$ cat config.mk
export PLATFORM = sky130hd
export DESIGN_NAME = pc_unit
export DESIGN_NICKNAME = d
export VERILOG_FILES = /design/src/rtl/pc_pkg.sv /design/src/rtl/pc_next_sel.sv /design/src/rtl/pc_unit.sv
export SDC_FILE = /design/constraint.sdc
export NUM_CORES = 1
export LEC_CHECK = 0
export BUFFER_PORTS_ARGS = -buffer_cell sky130_fd_sc_hd__buf_2
export CAP_MARGIN = 15
export CELL_PAD_IN_SITES_DETAIL_PLACEMENT = 0
export CELL_PAD_IN_SITES_GLOBAL_PLACEMENT = 1
export CORE_MARGIN = 2
export CORE_UTILIZATION = 39
export DETAILED_ROUTE_END_ITERATION = 6
export GPL_TIMING_DRIVEN = 0
export PLACE_DENSITY_LB_ADDON = 0.1
export SLEW_MARGIN = 20
export SYNTH_ARGS = -nofsm -noshare
export SYNTH_HDL_FRONTEND = slang
export SYNTH_SLANG_ARGS = --single-unit
$ cat constraint.sdc
create_clock -name clk -period 2.84 [get_ports clk]
set_input_delay 0.284 -clock clk [delete_from_list [all_inputs] [get_ports clk]]
set_output_delay 0.284 -clock clk [all_outputs]
set_load 0.1 [all_outputs]
$ cat src/rtl/pc_pkg.sv
// rtl/pc_pkg.sv - shared constants and next-PC source encoding for the fetch PC unit
//
// Purpose : default reset/exception addresses and the next_src_t enum that
//           pc_next_sel reports and pc_unit consumes.
// Contents: PC_RESET_DEFAULT, PC_EXC_DEFAULT, next_src_t.
package pc_pkg;

  localparam logic [31:0] PC_RESET_DEFAULT = 32'h0000_3000;
  localparam logic [31:0] PC_EXC_DEFAULT   = 32'h0000_4180;

  typedef enum logic [2:0] {
    SRC_HOLD = 3'd0,
    SRC_SEQ  = 3'd1,
    SRC_BR   = 3'd2,
    SRC_PEND = 3'd3,
    SRC_ERET = 3'd4,
    SRC_EXC  = 3'd5
  } next_src_t;

endpackage

$ cat src/rtl/pc_next_sel.sv
// rtl/pc_next_sel.sv - combinational prioritised next-PC selector
//
// Purpose : picks where the next fetch address comes from, highest first:
//           exception, eret, branch (en=1), buffered redirect (en=1),
//           sequential (en=1), hold (en=0).
// Ports   : en, br_valid, br_target, exc_req, eret_req, epc  - requests
//           pending, pend_target                              - redirect buffer
//           pc, pc_plus4                                      - current PC values
//           next_src                                          - chosen source
//           next_pc                                           - chosen address
module pc_next_sel
  import pc_pkg::*;
#(
  parameter int               WIDTH  = 32,
  parameter logic [WIDTH-1:0] EXC_PC = WIDTH'(PC_EXC_DEFAULT)
) (
  input  logic             en,
  input  logic             br_valid,
  input  logic [WIDTH-1:0] br_target,
  input  logic             exc_req,
  input  logic             eret_req,
  input  logic [WIDTH-1:0] epc,
  input  logic             pending,
  input  logic [WIDTH-1:0] pend_target,
  input  logic [WIDTH-1:0] pc,
  input  logic [WIDTH-1:0] pc_plus4,
  output next_src_t        next_src,
  output logic [WIDTH-1:0] next_pc
);

  always_comb begin
    next_src = SRC_HOLD;
    next_pc  = pc;
    // Flushes override a stall, so exc/eret are checked before en.
    if (exc_req) begin
      next_src = SRC_EXC;
      next_pc  = EXC_PC;
    end else if (eret_req) begin
      next_src = SRC_ERET;
      next_pc  = epc;
    end else if (en) begin
      if (br_valid) begin
        next_src = SRC_BR;
        next_pc  = br_target;
      end else if (pending) begin
        next_src = SRC_PEND;
        next_pc  = pend_target;
      end else begin
        next_src = SRC_SEQ;
        next_pc  = pc_plus4;
      end
    end
  end

endmodule

$ cat src/rtl/pc_unit.sv
// rtl/pc_unit.sv - fetch program counter with redirect buffer and optional fetch-address check
//
// Purpose : holds the F-stage PC, a one-entry buffer for redirects that arrive
//           during a stall, and the registered fetch-address-error flag.
// Config  : PC_ALIGN_CHECK_EN defined -> adel registered from the next PC
//           (misaligned or outside [TEXT_LO, TEXT_HI]); undefined -> adel = 0.
// Ports   : clk, reset (sync, active-high)
//           en                      - fetch advance enable (0 = stall)
//           br_valid, br_target     - branch/jump redirect
//           exc_req                 - exception entry
//           eret_req, epc           - exception return
//           PC                      - registered fetch address
//           pc_plus4                - PC + 4 (combinational, wraps)
//           redirect_pending        - buffered redirect waiting
//           adel                    - registered fetch address error
module pc_unit
  import pc_pkg::*;
#(
  parameter int               WIDTH    = 32,
  parameter logic [WIDTH-1:0] RESET_PC = WIDTH'(PC_RESET_DEFAULT),
  parameter logic [WIDTH-1:0] EXC_PC   = WIDTH'(PC_EXC_DEFAULT),
  parameter logic [WIDTH-1:0] TEXT_LO  = WIDTH'(32'h0000_3000),
  parameter logic [WIDTH-1:0] TEXT_HI  = WIDTH'(32'h0000_6FFC)
) (
  input  logic             clk,
  input  logic             reset,
  input  logic             en,
  input  logic             br_valid,
  input  logic [WIDTH-1:0] br_target,
  input  logic             exc_req,
  input  logic             eret_req,
  input  logic [WIDTH-1:0] epc,
  output logic [WIDTH-1:0] PC,
  output logic [WIDTH-1:0] pc_plus4,
  output logic             redirect_pending,
  output logic             adel
);

  logic [WIDTH-1:0] pc_q, pc_d;
  logic [WIDTH-1:0] tgt_q, tgt_d;
  logic             pend_q, pend_d;
  next_src_t        next_src;

  assign pc_plus4 = pc_q + WIDTH'(4);

  pc_next_sel #(
    .WIDTH  (WIDTH),
    .EXC_PC (EXC_PC)
  ) u_next_sel (
    .en          (en),
    .br_valid    (br_valid),
    .br_target   (br_target),
    .exc_req     (exc_req),
    .eret_req    (eret_req),
    .epc         (epc),
    .pending     (pend_q),
    .pend_target (tgt_q),
    .pc          (pc_q),
    .pc_plus4    (pc_plus4),
    .next_src    (next_src),
    .next_pc     (pc_d)
  );

  // Only a stalled, unflushed cycle can leave a redirect waiting; any other
  // source either consumes the buffer or discards it. Latest branch wins.
  always_comb begin
    pend_d = 1'b0;
    tgt_d  = tgt_q;
    if (next_src == SRC_HOLD) begin
      pend_d = pend_q | br_valid;
      if (br_valid) tgt_d = br_target;
    end
  end

  always_ff @(posedge clk) begin
    if (reset) begin
      pc_q   <= RESET_PC;
      pend_q <= 1'b0;
      tgt_q  <= '0;
    end else begin
      pc_q   <= pc_d;
      pend_q <= pend_d;
      tgt_q  <= tgt_d;
    end
  end

  assign PC               = pc_q;
  assign redirect_pending = pend_q;

`ifdef PC_ALIGN_CHECK_EN
  logic adel_q, adel_d;

  // PC still loads the illegal address; downstream exception logic acts on adel.
  assign adel_d = (pc_d[1:0] != 2'b00) || (pc_d < TEXT_LO) || (pc_d > TEXT_HI);

  always_ff @(posedge clk) begin
    if (reset) adel_q <= 1'b0;
    else       adel_q <= adel_d;
  end

  assign adel = adel_q;
`else
  assign adel = 1'b0;
`endif

endmodule
==> flow_summary_export.csv <==
group,metric,value,unit
logic_synthesis,synth_ff_type,"dfxtp_1",
logic_synthesis,async_flop_share,0,%
cells_and_area,diodes,0,
global_routing,grt_overflow_total,0,
cells_and_area,nNetsFinal,802,
logic_synthesis,synth_area,4230,um^2
timing,post-route-min-period,2.74,ns
cells_and_area,final_cell_mix,"131 x buf_2, 109 x nand2_1, 65 x a21oi_1",
timing,slew_violations,0,
route,drtPass1Iterations,5,
setup_path,cp_max_fo,9,
setup_path,path_class,"flip-flop to primary output",
logic_synthesis,synth_seq_cells,65,
setup_path,worst-endpoint-arrival,2.46,ns
setup_path,cp_slowest_cell,"buf_2",
route,remaining_drc_errors,0,
logic_synthesis,synth-adder-area-share,0.296,%
timing,fin_hold_ws,0.147,ns
cts,clk_latency,0.37,ns
timing,skew,0.0140,ns
setup_path,critPathRequiredTime,2.56,ns
setup_path,worst-path-buf-inv,2,
cts,root_buffer,"clkbuf_8",
route,ant_nets,0,
placement,gp_congestion,0.923,
logic_synthesis,netlist_instances,583,
global_routing,grt_util_all_layers,31.1,%
placement,dpl.cell_count,855,
logic_synthesis,synth_edf_count,0,
route,wl_per_cell,20.8,um
cts,clock_path_buffers,2,
route,drt_iter0_markers,423,
route,route.vias.total,5118,
logic_synthesis,synth_nets,654,
cells_and_area,area_delta_synth_final,35.7,%
logic_synthesis,synth_cell_types,66,
setup_path,cpPeakStageDelay,0.44,ns
floorplan,core_area,10700,um^2
logic_synthesis,synth_top_family_by_area,"simple AND/OR/NAND/NOR gates",
pwr,power_density,447,nW/um^2
timing,tightest_slew,0.899,ns
floorplan,rows,38,
floorplan,die_w,108,um
placement,place_hpwl,12.8,mm
global_routing,grt_pass1_wl,26.7,mm
logic_synthesis,synth-simple-area-share,30.8,%
pwr,power.total,2560,uW
cells_and_area,drive_above_1_share,32.5,%
cells_and_area,fill_cells,1087,
logic_synthesis,synthMuxAreaShare,2.16,%
flow_run,maxCapViolations,0,
logic_synthesis,yosys_warnings,0,
setup_path,crit_path_start_kind,"flip-flop",
logic_synthesis,ys_seq_area_share,30.8,%
global_routing,antenna_found_initial,0,
pwr,vdd_drop_max,0.000214,V
timing,fmax,0.365,GHz
floorplan,die_area,11700,um^2
placement,placed_area,5450,um^2
cts,cts.htree.levels,3,
route,vias_per_cell,5.84,
timing,setup_viol,0,
cells_and_area,final_common_cell,"buf_2",
cts,cts.sinks,65,
outcome,status,"finished clean",
cts,cts-buffers-inserted,9,
global_routing,grt_pass1_vias,4747,
cells_and_area,layoutNonFillerInstCount,876,
timing,fin_crit_sh,96.5,%
timing,hold_violations,0,
global_routing,grt_max_degree,11,
cts,cts_tree,"yes",
floorplan,ios,136,
setup_path,crit_chain,"ha_2, nand4_1, buf_4, nor4_4, xor2_4, buf_2",
timing,fin_setup_tns,0,ns
floorplan,start_util,39.6,%
route,routed_wl,18.3,mm
cts,clkTransAtPathRegs,0.08,ns
timing,relSlewSlack,39.9,%
logic_synthesis,synth_xor_area_share,5.38,%
placement,io_buffers,132,
logic_synthesis,synth-compound-area-share,24.4,%
setup_path,end_kind,"primary output",
cells_and_area,finalInstanceArea,5740,um^2
setup_path,crit_family,"buffers and inverters",
worst_hold_path,hold_class,"primary input to flip-flop",
floorplan,die_h,108,um
logic_synthesis,avgSynthCellArea,7.26,um^2
pwr,power.leakage,0.00243,uW
==> synthesized netlist by cell type, types with 3 or more instances <==
cell type | n | share of area, %
nand3b_1 | 4 | 0.71
nor4_1 | 4 | 0.59
o221a_2 | 3 | 0.80
nor2_1 | 34 | 3.0
a21oi_1 | 65 | 7.7
a211oi_1 | 3 | 0.53
o21a_1 | 3 | 0.53
xor2_1 | 8 | 1.7
nor3_1 | 10 | 1.2
a31oi_1 | 6 | 0.89
nand3_1 | 22 | 2.6
o311ai_0 | 4 | 0.83
nor3b_1 | 7 | 1.2
mux2i_1 | 8 | 1.9
dfxtp_1 | 65 | 31
nand2_1 | 109 | 9.7
buf_4 | 3 | 0.53
a311oi_1 | 4 | 0.83
and3_1 | 7 | 1.0
inv_1 | 14 | 1.2
o22ai_1 | 3 | 0.44
o221ai_1 | 5 | 1.0
buf_2 | 11 | 1.3
clkbuf_1 | 30 | 2.7
nand2b_1 | 14 | 2.1
a2111oi_0 | 3 | 0.62
xnor2_1 | 18 | 3.7
or2_2 | 3 | 0.44
o21ai_0 | 33 | 3.9
o211ai_1 | 4 | 0.71
nand4_1 | 12 | 1.8
o31ai_1 | 5 | 0.89
nor2b_1 | 9 | 1.3
==> through the flow <==
step	utilization [%]	setup slack [ns]
floorplan	-	-0.0383
global placement	51.0	-0.0892
detailed placement	51.0	-0.0854
CTS	53.4	0.0259
global route	53.7	-0.00950
finish	53.7	0.0992
==> power by group <==
part	switching, uW	total, uW	internal [uW]
Clock	395	763	368
Combinational	609	798	189
Sequential	56.5	1000	947
Total	1060	2560	1500
==> worst register-to-register path: stages, from the launching register on <==
cell	delay, ns
dfxtp_1	0.50
clkbuf_1	0.59
clkbuf_1	0.60
a21oi_1	0.10
o21a_1	0.20
a2111oi_0	0.30
a31oi_1	0.13
==> cell type report <==
type	instances	area [um^2]	share of cell area [%]
repair buffers	138	736	12.8
plain buffers	46	199	3.47
well taps	140	175	3.05
clock buffers	16	170	2.96
multi-input cells	455	3060	53.3
inverters	16	60.1	1.05
flip-flops and latches	65	1340	23.3
==> timing repair <==
item,CTS,global route
resized for setup,15,6
hold buffers,0,0
pin swaps,4,1
setup endpoints to repair,14,7
buffers inserted,5,1
==> flip-flops by register name (all words and copies together) (netlist names), named ones only <==
| signal | cells |
|---|---|
| redirect_pending | 1 |
| tgt_q | 32 |
| PC | 30 |
==> routing by layer <==
metal,vias up,track usage [%],share of wire [%]
met3,38,5.49,9.2
met1,2421,40.6,42
met2,290,51.1,46
met4,0,12.5,2.7
met5,-,0,0
li1,2369,-,-
==> worst paths after layout <==
check | slack, ns | startpoint | cells after the start | to
min | 0.15 | epc[2] | 3 | PC[2]
min reg2reg | 0.46 | tgt_q[8] | 2 | tgt_q[8]
max | 0.1 | PC[2] | 6 | pc_plus4[16]
max reg2reg | 0.28 | redirect_pending | 6 | PC[19]
==> cell families (layout without fill, tap and decap cells) <==
family,after synthesis,after routing
buffers and inverters,63,216
and+or+nand+nor,255,255
muxes,9,9
DFF,65,65
AOI/OAI and AO/OA,163,163
other,1,1
xor gates and xnor gates,26,26
adders and majority gates,1,1
(Power assumes the default switching activity.)
